--- config.mk ---
export PLATFORM = sky130hd
export DESIGN_NAME = bp_me_clint_arbiter
export DESIGN_NICKNAME = d
export VERILOG_FILES = /design/src/rtl/bp_me_clint_arbiter.sv
export SDC_FILE = /design/constraint.sdc
export NUM_CORES = 1
export LEC_CHECK = 0
export ABC_AREA = 1
export BUFFER_PORTS_ARGS = -buffer_cell sky130_fd_sc_hd__clkbuf_2
export CORE_AREA = 8 8 748 750
export DETAILED_ROUTE_END_ITERATION = 10
export DIE_AREA = 0 0 756 758
export HOLD_SLACK_MARGIN = 0.12
export PLACE_DENSITY = 0.3
export SLEW_MARGIN = 20
export SYNTH_ARGS = -nofsm -noshare
export SYNTH_HDL_FRONTEND = slang
export SYNTH_SLANG_ARGS = --single-unit
--- constraint.sdc ---
create_clock -name clk_i -period 4.9 [get_ports clk_i]
set_input_delay 0.735 -clock clk_i [delete_from_list [all_inputs] [get_ports clk_i]]
set_output_delay 0.735 -clock clk_i [all_outputs]
set_load 0.03 [all_outputs]
--- src/rtl/bp_me_clint_arbiter.sv ---
// Round-robin arbiter sharing one CLINT slice BedRock mem port among num_req_p requesters.
// Define BP_CLINT_ARB_FIXED_PRIO_EN for fixed priority (lowest index wins) instead of round-robin.
module bp_me_clint_arbiter #(
  parameter int unsigned num_req_p      = 4,
  parameter int unsigned header_width_p = 128,
  parameter int unsigned data_width_p   = 64
) (
  input  logic                                  clk_i,
  input  logic                                  reset_i,
  input  logic [num_req_p*header_width_p-1:0]   req_cmd_header_i,
  input  logic [num_req_p*data_width_p-1:0]     req_cmd_data_i,
  input  logic [num_req_p-1:0]                  req_cmd_v_i,
  output logic [num_req_p-1:0]                  req_cmd_ready_and_o,
  input  logic [num_req_p-1:0]                  req_cmd_last_i,
  output logic [num_req_p*header_width_p-1:0]   req_resp_header_o,
  output logic [num_req_p*data_width_p-1:0]     req_resp_data_o,
  output logic [num_req_p-1:0]                  req_resp_v_o,
  input  logic [num_req_p-1:0]                  req_resp_ready_and_i,
  output logic [num_req_p-1:0]                  req_resp_last_o,
  output logic [header_width_p-1:0]             mem_cmd_header_o,
  output logic [data_width_p-1:0]               mem_cmd_data_o,
  output logic                                  mem_cmd_v_o,
  output logic                                  mem_cmd_last_o,
  input  logic                                  mem_cmd_ready_and_i,
  input  logic [header_width_p-1:0]             mem_resp_header_i,
  input  logic [data_width_p-1:0]               mem_resp_data_i,
  input  logic                                  mem_resp_v_i,
  input  logic                                  mem_resp_last_i,
  output logic                                  mem_resp_ready_and_o,
  output logic [$clog2(num_req_p)-1:0]          grant_id_o
);

  localparam int unsigned ID_W = $clog2(num_req_p);

  typedef enum logic [1:0] {e_idle, e_cmd, e_resp} state_e;

  state_e          r_state;
  logic [ID_W-1:0] r_rr_ptr;
  logic [ID_W-1:0] r_grant_id;

  logic [ID_W-1:0] w_idx;
  logic [ID_W-1:0] w_pick;
  logic            w_any;
  logic [ID_W-1:0] w_next_ptr;
  logic            w_cmd_done;
  logic            w_resp_done;

  // First valid requester at or after the round-robin pointer, wrapping
  always_comb begin
    w_idx  = '0;
    w_pick = '0;
    w_any  = 1'b0;
    for (int unsigned i = 0; i < num_req_p; i++) begin
      w_idx = ID_W'((32'(r_rr_ptr) + i) % num_req_p);
      if (!w_any && req_cmd_v_i[w_idx]) begin
        w_any  = 1'b1;
        w_pick = w_idx;
      end
    end
  end

  // Route the granted requester's streams; all handshakes gated by state
  always_comb begin
    mem_cmd_header_o     = '0;
    mem_cmd_data_o       = '0;
    mem_cmd_v_o          = 1'b0;
    mem_cmd_last_o       = 1'b0;
    req_cmd_ready_and_o  = '0;
    req_resp_v_o         = '0;
    req_resp_last_o      = '0;
    mem_resp_ready_and_o = 1'b0;
    for (int unsigned i = 0; i < num_req_p; i++) begin
      if (ID_W'(i) == r_grant_id) begin
        mem_cmd_header_o = req_cmd_header_i[i*header_width_p +: header_width_p];
        mem_cmd_data_o   = req_cmd_data_i[i*data_width_p +: data_width_p];
        if (r_state == e_cmd) begin
          mem_cmd_v_o            = req_cmd_v_i[i];
          mem_cmd_last_o         = req_cmd_last_i[i];
          req_cmd_ready_and_o[i] = mem_cmd_ready_and_i;
        end
        if (r_state == e_resp) begin
          req_resp_v_o[i]      = mem_resp_v_i;
          req_resp_last_o[i]   = mem_resp_last_i;
          mem_resp_ready_and_o = req_resp_ready_and_i[i];
        end
      end
    end
  end

  assign req_resp_header_o = {num_req_p{mem_resp_header_i}};
  assign req_resp_data_o   = {num_req_p{mem_resp_data_i}};
  assign grant_id_o        = r_grant_id;

  assign w_cmd_done  = mem_cmd_v_o & mem_cmd_ready_and_i & mem_cmd_last_o;
  assign w_resp_done = mem_resp_v_i & mem_resp_ready_and_o & mem_resp_last_i;

`ifdef BP_CLINT_ARB_FIXED_PRIO_EN
  assign w_next_ptr = '0;
`else
  assign w_next_ptr = (r_grant_id == ID_W'(num_req_p - 1)) ? '0 : r_grant_id + 1'b1;
`endif

  always_ff @(posedge clk_i or posedge reset_i) begin
    if (reset_i) begin
      r_state    <= e_idle;
      r_rr_ptr   <= '0;
      r_grant_id <= '0;
    end else begin
      case (r_state)
        e_idle: if (w_any) begin
          r_grant_id <= w_pick;
          r_state    <= e_cmd;
        end
        e_cmd: if (w_cmd_done) r_state <= e_resp;
        e_resp: if (w_resp_done) begin
          r_rr_ptr <= w_next_ptr;
          r_state  <= e_idle;
        end
        default: r_state <= e_idle;
      endcase
    end
  end

endmodule

### After elaboration in Yosys (flattened, before gate mapping)

Cells that the tools add are included.

* register bits after elaboration: 6
* latch bits: 0
* bits in writable memories: 0
* memory bits (read-only): 0
* input bits: 977
* output and inout port bits: 977
* logic and storage cells: 103
* memories kept: 0

* $add $sub $neg: 4
* multipliers: 0
* div/mod/pow operators: 0
* magnitude comparators: 4
* equal/unequal tests: 9
* shift-type cells: 0
* mux-type cells: 68
* bitwise gates (word level): 4
* reduce and logical (&&, ||, !) cells: 11

Operator list (number)
* 2-to-1 mux 128 bit: 4
* 2-to-1 mux 64 bit: 4
* 2-to-1 mux 1 bit: 47
* 2-to-1 mux 2 bit: 8
* less-than comparator 2 x 3 -> 1 bit (second input constant): 4
* binary-select mux 1 bit (select 2 bit): 4
* inequality test 2 bit (second input constant): 3
* one-hot mux 2 bit (3 select lines): 1
* adder 2 x 1 -> 2 bit (second input constant): 2
* adder 2 bit (second input constant): 2
* AND 1 bit: 4
* equality test 2 bit (first input constant): 2
* equality test 2 bit (second input constant): 2
* zero test 2 bit: 2
* AND reduction 2 bit: 2
* logical AND 1 bit: 3
* zero test 1 bit: 3
* AND reduction 3 bit: 1
* equality test 1 x 2 -> 1 bit (first input constant): 1
* equality test 2 x 1 -> 1 bit (second input constant): 1

### Depth between registers and ports, before layout

Gate-level depths: netlist of the first run.

* depth after elaboration: 14
* depth in mapped cells: 13

### Worst setup path before layout of the first run

Ideal clock, no wire load.

* path kind: register -> output
* start point: register r_grant_id[0] (netlist: grant_id_o[0])
* end point: output port mem_cmd_header_o[120]
* arrival time: 2.293 ns
* slack: 1.872 ns
* stages on the path, launching flop included: 9
* buffers on the path: 3
* cells stage by stage: dfrtp_1 inv_1 ha_1 buf_2 inv_2 buf_4 clkbuf_1 o21ai_0 o21ai_0

* cells in the longest elaborated chain, start to end: 5
* elaborated cells on any way between the ends: 8
* classes of those cells: eq/ne (3); mux (4); reduce/logical (1)

Ends and longest elaborated chain
* start, declared: line 39 `logic [ID_W-1:0] r_grant_id;`
* start signal, assigned: line 111 `r_grant_id <= w_pick;`
* zero test 2 bit: line 73 `if (ID_W'(i) == r_grant_id) begin`
* 2-to-1 mux 128 bit (3 in series): line 73
* 2-to-1 mux 128 bit (*): line 73
* end, declared: line 20 `output logic [header_width_p-1:0] mem_cmd_header_o,`

Every way passes the cells marked *; elsewhere a longest branch is shown, timed or not.

### Worst setup path after layout of the first run

* start point: register r_grant_id[1] (netlist: grant_id_o[1])
* end point: output port mem_resp_ready_and_o

* cells in the longest elaborated chain, start to end: 8
* elaborated cells on any way between the ends: 11
* classes of those cells: eq/ne (3); mux (7); reduce/logical (1)

Ends and longest elaborated chain
* zero test 2 bit: line 73
* 2-to-1 mux 1 bit: line 73
* 2-to-1 mux 1 bit: line 81 `if (r_state == e_resp) begin`
* 2-to-1 mux 1 bit: line 73
* 2-to-1 mux 1 bit: line 81
* 2-to-1 mux 1 bit: line 73
* 2-to-1 mux 1 bit: line 81
* 2-to-1 mux 1 bit (*): line 73
* end, declared: line 29 `output logic mem_resp_ready_and_o,`

Marks and branches as above.

==> flow_metrics.tcl, run 1 <==
set metrics [dict create \
    status "finished, final reports clean" \
    worstPathArrival_ns 3.20 \
    critical_path_class "reg -> out" \
    overflow 0 \
    synth_cell_types 24 \
    routed-via-count 15800 \
    slew_headroom_pct 53.2 \
    synth_top_family_by_area "buffers and inverters" \
    path_max_fanout 46 \
    cts.sink_count 6 \
    final_cells 9591 \
    critical_path.top_delay_family "buffers and inverters" \
    grt_usage_pct 7.92 \
    fin_area_mm2 0.0205 \
    startpoint "grant_id_o[1]" \
    cts-resized-gates 0 \
    synthSimpleGateAreaFrac_pct 20.8 \
    cpPeakStageDelay_ns 0.46 \
    peakVddDrop_v 0.000186 \
    fin_crit_ns 3.94 \
    drt_iter0_drc 1275 \
    syn_inst 2182 \
    ant_nets 0 \
    grt_pass1_vias 15400 \
    start_util_pct 2.23 \
    cp_slowest_cell "dfrtp_1" \
    cp_num_cells 11 \
    yosysWarnings 0 \
    cp-start-kind "flop" \
    dpl.hpwl_mm 226 \
    final_layout_size_suffix_gt1_share_pct 45.3 \
    grt_antenna_before_repair 188 \
    r2r-start "grant_id_o[1]" \
    fillerInstances 65800 \
    end_kind "primary output" \
    final.setup.tns_ns 0 \
    dieArea_mm2 0.573 \
    wl_per_cell_um 25.3 \
    reg2reg_depth 13 \
    ys_ff_latch 6 \
    required_ns 4.16 \
    area_delta_synth_final_pct 67.7 \
    fin_crit_sh_pct 80.3 \
    synth-xor-area-share_pct 0 \
    cp-endpoint "mem_resp_ready_and_o" \
    synth_compound_area_share_pct 24.4 \
    synth_area_mm2 0.0122 \
    timing.rr.end "r_rr_ptr[0]" \
    dpl.cell_count 9570 \
    rows 272 \
    syn_area_per_cell_um2 5.60 \
    grt_max_degree 94 \
    clock-skew-final_ns 0.000285 \
    ioPinCount 1954 \
    final_common_cell "clkbuf_2" \
    cts_buffers 3 \
    cts_setup_buffers 0 \
    yosys.area_share.adder_pct 0.410 \
    dieHeight_um 758 \
    dieWidth_um 756 \
    core_mm2 0.547 \
    layout_common_cells "989 x clkbuf_2, 623 x nand2_1, 236 x o21ai_0" \
    port-buffer-count 993 \
    clockBufferDepth 2 \
    first_pass_iters 6 \
    synth_mux_area_share_pct 0 \
    path_clk_slew_ns 0.03 \
    r2r_slack_ns 1.81 \
    maxSlewViolCount 0 \
    ys_seq_area_share_pct 1.23 \
    wl_mm 242 \
    cp_cell_sequence "inv_1 > ha_4 > clkinv_2 > nand2_2 > clkinv_8 > buf_12 > nand2_1 > nand2_1 > nand2_1 > a21oi_2 > clkbuf_2" \
    drc 0 \
    fin_nets 3295 \
    rsz0062_at_grt "false" \
    hold_buffers 0 \
    grt_pass1_wl_mm 274 \
    power_leakage_uw 0.00697 \
    via_per_inst 1.65 \
    cts_tree "done" \
    crit_buf_inv 5 \
    hp-class "in -> async" \
    cts_root_buf "clkbuf_16" \
    max_freq_ghz 0.254 \
    hold_viol_final 0 \
    worstMarginPinSlew_ns 0.703 \
    setup_viol 0 \
    place.gp.congestion 0.931 \
    max_cap_violations 0 \
    powerDensity_mw_per_mm2 447 \
    syn_nets 3163 \
    cp_common_cell "nand2_1" \
    clk_latency_ns 0.23 \
    cts-htree-levels 1 \
    place_area_mm2 0.0204 \
]
-- power by group --
part           internal [µW]  switching, µW  leakage [µW]
Combinational           2230           6690       0.00685
Clock                    104           24.3     0.0000371
Sequential              65.9           33.2     0.0000779
Total                   2400           6750       0.00697
-- final cells by class --
| cell class | count | area, µm² | share of cell area (%) |
|---|---|---|---|
| clock buffer | 3 | 75.1 | 0.367 |
| inverter | 21 | 100 | 0.489 |
| multi-input combinational | 1257 | 5600 | 27.4 |
| tap | 7261 | 9080 | 44.4 |
| antenna | 18 | 45.0 | 0.220 |
| sequential | 6 | 150 | 0.733 |
| timing repair buffer | 1025 | 5410 | 26.4 |
-- Yosys cell counts (all sizes together) --
cell type	n	share of area [%]
a31oi	1	0.051
inv	19	0.58
ha	4	0.41
a21oi	197	8.1
nand2	630	20
clkbuf	67	2.1
nor2	16	0.55
buf	831	50
clkinv	2	0.082
o21ai	393	16
nand3	13	0.61
dfrtp	6	1.2
nor3	1	0.082
o211ai	2	0.12
-- state kept, by name, summed over array words and instances (netlist names) --
| register | flops |
|---|---|
| r_rr_ptr | 2 |
| grant_id_o | 2 |
| r_state | 2 |
-- per-layer routing --
layer | share of wire, % | GRT usage (%) | up-vias
li1 | - | - | 6544
met1 | 24 | 5.78 | 6576
met2 | 45 | 12.9 | 2015
met3 | 25 | 8.81 | 609
met4 | 5.5 | 3.23 | 74
met5 | 0.37 | 0.496 | -
-- per-stage QoR --
step                      worst slack, ns  utilization (%)  total power (µW)  hold slack (ns)
after floorplan                      1.87                -              6440            0.526
after global placement              0.783             3.72              9400            0.597
after detailed placement            0.789             3.72              9330            0.604
after CTS                           0.535             3.73              9480            0.418
after global routing                0.541             3.73             10000            0.431
final                               0.964             3.74              9150            0.409
-- cell families after synthesis --
logic type | Yosys count
compound gates | 593
fa+ha+maj | 4
buf+inv | 919
flops | 6
simple gates | 660
-- worst min path at each step --
stage | to | cells past startpoint | slack (ns)
2_1_floorplan | grant_id_o[0] | 1 | 0.53
3_3_place_gp | r_state[0] | 3 | 0.60
3_5_place_dp | r_state[0] | 3 | 0.60
4_1_cts | r_state[1] | 2 | 0.42
5_1_grt | r_state[1] | 2 | 0.43
6_report | r_state[1] | 2 | 0.41
No activity file was read; power rests on OpenSTA's default activity.
==> inputs of run 2 (changes only) <==
- ABC_AREA: 1 -> 0
- CORE_AREA: 8 8 748 750 -> 8 8 747 749
- DIE_AREA: 0 0 756 758 -> 0 0 755 757
- clock period: 4.9 -> 3.8 ns (I/O delays scaled with it)
==> flow_metrics.tcl, run 2 <==
set metrics [dict create \
    cp-start-kind "flop" \
    synth_area_leaders "buf_4 43%, a221oi_2 16%, o31ai_2 12%, nor2b_1 9.0%, nand2_1 5.4%" \
    hold_buffers 0 \
    cts.sink_count 6 \
    clk_latency_ns 0.23 \
    grt_pass1_vias 15200 \
    final_common_cell "clkbuf_2" \
    grtUsageMet1_pct 8.36 \
    seqPwrFrac_pct 0.7 \
    r2r_slack_ns 0.87 \
    overflow 0 \
    power_leakage_uw 0.00726 \
    slew_headroom_pct 44.5 \
    yosys.area.top_type "buf_4" \
    fin_area_mm2 0.0239 \
    path_max_fanout 39 \
    ant_nets 0 \
    worst_slack_ns 0.0933 \
    power_uw 17300 \
    max_freq_ghz 0.270 \
    hold_viol_final 0 \
    rsz0062_at_grt "false" \
    place_area_mm2 0.0235 \
    wl_mm 332 \
    wl_per_cell_um 36.0 \
    worstMarginPinSlew_ns 0.827 \
    synth_cell_types 33 \
    switchingPower_uw 11000 \
    cts-htree-levels 1 \
    syn_inst 1741 \
    busiest_layer "met2" \
    ioPinCount 1954 \
    timing.rr.end "r_rr_ptr[0]" \
    place.gp.congestion 0.819 \
    pre_cts_slack_ns 0.0520 \
    fin_crit_ns 3.71 \
    yosysMostFrequentCell "buf_4" \
    comb_power_share_pct 98.3 \
    max_cap_violations 0 \
    required_ns 3.23 \
    r2r-start "grant_id_o[0]" \
    async_flop_share_pct 100 \
    regArea_um2 150 \
    ys_seq_area_share_pct 1.10 \
    setup_viol 0 \
    status "finished, final reports clean" \
    via_per_inst 1.70 \
    path_clk_slew_ns 0.04 \
    dieHeight_um 757 \
    critical_path_class "reg -> out" \
    cts_tree "done" \
    fin_crit_sh_pct 97.5 \
    syn_area_per_cell_um2 7.87 \
    peakVddDrop_v 0.000323 \
    cts_root_buf "clkbuf_16" \
    ys_ff_latch 6 \
    fillerInstances 65000 \
    fin_nets 2895 \
    drt_iter0_drc 1036 \
    synth_area_mm2 0.0137 \
    p_clk_share_pct 1.0 \
    routed-via-count 15800 \
    grt_usage_pct 11.0 \
    syn_nets 2722 \
    dieArea_mm2 0.572 \
    final_layout_size_suffix_gt1_share_pct 71.3 \
    ys.flop_type "dfrtp_1" \
    dpl.hpwl_mm 317 \
    drc 0 \
    clock-skew-final_ns 0.00182 \
    synth_top_area_share_pct 43.2 \
    maxSlewViolCount 0 \
    port-buffer-count 993 \
    clockBufferDepth 2 \
    yosysWarnings 0 \
    grt_max_degree 74 \
    grt_pass1_wl_mm 367 \
    layout_common_cells "897 x clkbuf_2, 196 x nand2_1, 196 x nor2b_1" \
    powerDensity_mw_per_mm2 723 \
    rows 272 \
    area_delta_synth_final_pct 74.5 \
    core_mm2 0.546 \
    p_sw_share_pct 63.8 \
    start_util_pct 2.51 \
    grt_antenna_before_repair 348 \
    gr-usage-met2_pct 19.9 \
    dieWidth_um 755 \
    cts_buffers 3 \
    end_kind "primary output" \
    worstPathArrival_ns 3.14 \
    reg2reg_depth 8 \
    multi_input_area_mm2 0.00715 \
    synthTopCellsByCount "789 x buf_4, 196 x nand2_1, 196 x nor2b_1, 143 x a221oi_2, 133 x o31ai_2" \
    fin_util_pct 4.37 \
    first_pass_iters 6 \
    p_int_uw 6240 \
    synth-edff-count 0 \
    grt_use_met3_pct 10.0 \
    hp-class "in -> async" \
]
run 2: how the worst max path moves through the flow:
stage	start	cells past startpoint	end	slack [ns]
floorplan	grant_id_o[0]	7	mem_cmd_header_o[122]	0.91
global placement	grant_id_o[1]	7	mem_cmd_header_o[100]	-0.06
detailed placement	grant_id_o[1]	7	mem_cmd_header_o[127]	0.05
CTS	grant_id_o[1]	7	mem_cmd_header_o[101]	0.01
global route	grant_id_o[0]	6	mem_cmd_header_o[95]	0.03
finish	grant_id_o[1]	9	mem_cmd_data_o[37]	0.09
run 2: final cells by class:
type	instances	share of cell area, %
diodes	69	0.723
clock buffers	3	0.314
flip-flops and latches	6	0.628
inverters	6	0.0943
multi-input cells	830	29.9
repair buffers	1067	30.3
well taps	7261	38.0
run 2: cell families after synthesis:
kind of cell | count (synthesis) | synth area share (%)
multiplexers | 2 | 0.164
AO/OA/AOI/OAI | 404 | 35.2
flip-flops | 6 | 1.10
adder cells (fa/ha/maj) | 4 | 0.365
AND/OR/NAND/NOR | 420 | 15.6
buffers and inverters | 905 | 47.5
run 2: through the flow:
step / hold slack [ns] / std cells / setup TNS, ns
final: 0.307 / 9242 / 0
after global routing: 0.335 / 9194 / 0
after CTS: 0.344 / 9168 / 0
after detailed placement: 0.586 / 9165 / 0
after global placement: 0.576 / 9165 / -0.0998
after floorplan: 0.361 / 1741 / 0
run 2: repair_timing:
| action | CTS | global route |
|---|---|---|
| cloned | 0 | 1 |
| endpoints found under the setup margin | 7 | 4 |
| pin swaps | 0 | 1 |
| setup buffers | 0 | 4 |
| gates resized for setup | 7 | 3 |
run 2: power groups by stage:
stage / Sequential, µW / Clock (µW) / Combinational [µW]
floorplan: 124 / 0 / 9150
global placement: 126 / 0 / 17500
detailed placement: 126 / 0 / 17500
CTS: 125 / 175 / 17600
global route: 132 / 181 / 18200
finish: 126 / 174 / 17000
run 2: critical path, cell delays in order, from the launching register on:
cell and delay, ns:
dfrtp_1 0.47, inv_1 0.17, ha_4 0.32, and2b_4 0.30
buf_4 0.16, buf_12 0.15, a221oi_4 0.58, buf_4 0.24
o31ai_2 0.06, clkbuf_2 0.21
run 2: per-layer routing:
metal	up-vias	share of wire (%)
met5	-	0.23
met4	68	4.4
met3	853	20
met2	2173	49
met1	6899	26
li1	5763	-
==> inputs of run 3 (changes only) <==
- MAX_ROUTING_LAYER: default -> met4
- TNS_END_PERCENT: default -> 50
- clock period: 3.8 -> 3.5 ns (I/O delays scaled with it)
==> flow_metrics.tcl, run 3 (synthesized netlist as in run 2, its figures left out) <==
set metrics [dict create \
    routed-via-count 15700 \
    grt_antenna_before_repair 328 \
    drc 0 \
    setup_viol 0 \
    grt_usage_pct 11.4 \
    dr_wl_met2_mm 166 \
    rsz0062_at_grt "true" \
    overflow 0 \
    grt_pass1_wl_mm 370 \
    worst_slack_ns 0.0752 \
    fin_crit_sh_pct 97.9 \
    ioPinCount 1954 \
    layout_common_cells "894 x clkbuf_2, 196 x nand2_1, 196 x nor2b_1" \
    multi_input_area_mm2 0.00718 \
    power_uw 18600 \
    dieWidth_um 755 \
    clk_latency_ns 0.26 \
    final_layout_size_suffix_gt1_share_pct 71.6 \
    ant_nets 0 \
    dieArea_mm2 0.572 \
    first_pass_iters 4 \
    cts.sink_count 6 \
    final_common_cell "clkbuf_2" \
    core_mm2 0.546 \
    fin_nets 2905 \
    grt_max_degree 73 \
    regArea_um2 150 \
    wl_mm 334 \
    powerDensity_mw_per_mm2 773 \
    cp-start-kind "flop" \
    clockBufferDepth 2 \
    max_freq_ghz 0.292 \
    dpl.hpwl_mm 320 \
    cts_root_buf "clkbuf_16" \
    maxSlewViolCount 0 \
    clock-skew-final_ns 0.0231 \
    fillerInstances 65100 \
    top_layer_used "met4" \
    via_per_inst 1.69 \
    slew_headroom_pct 47.1 \
    worstPathArrival_ns 2.90 \
    pre_cts_slack_ns -0.0230 \
    place.gp.congestion 0.849 \
    cts-htree-levels 1 \
    worstMarginPinSlew_ns 0.789 \
    grt_pass1_vias 15300 \
    met3WireLength_mm 63.0 \
    port-buffer-count 993 \
    status "finished, final reports clean" \
    max_cap_violations 0 \
    path_clk_slew_ns 0.06 \
    fin_crit_ns 3.42 \
    peakVddDrop_v 0.000407 \
    rows 272 \
    dieHeight_um 757 \
    power_leakage_uw 0.00735 \
    critical_path_class "reg -> out" \
    required_ns 2.97 \
    end_kind "primary output" \
    cts_buffers 3 \
    met1_length_mm 92.0 \
    wl_per_cell_um 36.1 \
    cts_tree "done" \
    path_max_fanout 27 \
    hold_buffers 0 \
    hp-class "in -> async" \
    hold_viol_final 0 \
    area_delta_synth_final_pct 75.9 \
    start_util_pct 2.51 \
    drt_iter0_drc 1014 \
]
[run 3: changes by cell type in the layout (fill, tap and decap cells not counted), sizes merged]
cell    change
buf        +14
clkbuf      -4
diode       +1
[run 3: worst max-delay path, cell delays in order (launching register included)]
cell and delay, ns:
dfrtp_1 0.50, inv_1 0.14, ha_4 0.19, and2b_4 0.39
buf_12 0.24, buf_12 0.21, a221oi_2 0.08, o31ai_2 0.58
buf_12 0.20
[run 3: final cells by class]
cell class | instances | share of cell area, %
inverters | 6 | 0.0935
multi-input cells | 830 | 29.8
repair buffers | 1077 | 30.7
diodes | 70 | 0.727
clock buffers | 3 | 0.312
well taps | 7261 | 37.7
flip-flops and latches | 6 | 0.623
[run 3: what timing repair did]
action / CTS / global route
gates resized for setup: 10 / 4
endpoints found under the setup margin: 22 / 5
setup buffers: 4 / 0
[run 3: stage by stage]
stage | utilization [%] | hold WS (ns) | instances | setup TNS (ns) | area [µm²]
after floorplan | - | 0.316 | 1741 | 0 | 13700
after global placement | 4.34 | 0.574 | 9176 | -1.08 | 23700
after detailed placement | 4.34 | 0.572 | 9176 | -0.0492 | 23700
after CTS | 4.37 | 0.285 | 9183 | 0 | 23900
after global routing | 4.40 | 0.302 | 9238 | -0.0292 | 24100
final | 4.41 | 0.270 | 9253 | 0 | 24100
[run 3: final timing paths]
kind                          startpoint                  end  slack [ns]  cells after the start
setup reg to reg           grant_id_o[0]          r_rr_ptr[1]        0.78                      9
hold / removal                   reset_i           r_state[1]        0.27                      2
setup / recovery           grant_id_o[1]  mem_cmd_header_o[5]        0.08                      8
hold reg to reg              r_rr_ptr[1]          r_rr_ptr[1]        0.60                      1
max in group asynchronous        reset_i          r_rr_ptr[1]        2.83                      2
min in group clk_i           r_rr_ptr[1]          r_rr_ptr[1]        0.60                      1
[run 3: routing by layer]
layer / global-route usage [%] / up-vias
li1: - / 5791
met1: 8.85 / 6954
met2: 20.2 / 2123
met3: 9.60 / 811
met4: 2.62 / 0
met5: - / -
[run 3: power breakdown]
| group | internal [µW] | leakage (µW) | switching (µW) |
|---|---|---|---|
| sequential | 95.2 | 0.0000781 | 53.2 |
| clock | 150 | 0.0000374 | 77.5 |
| combinational | 6680 | 0.00724 | 11600 |
| total | 6930 | 0.00735 | 11700 |
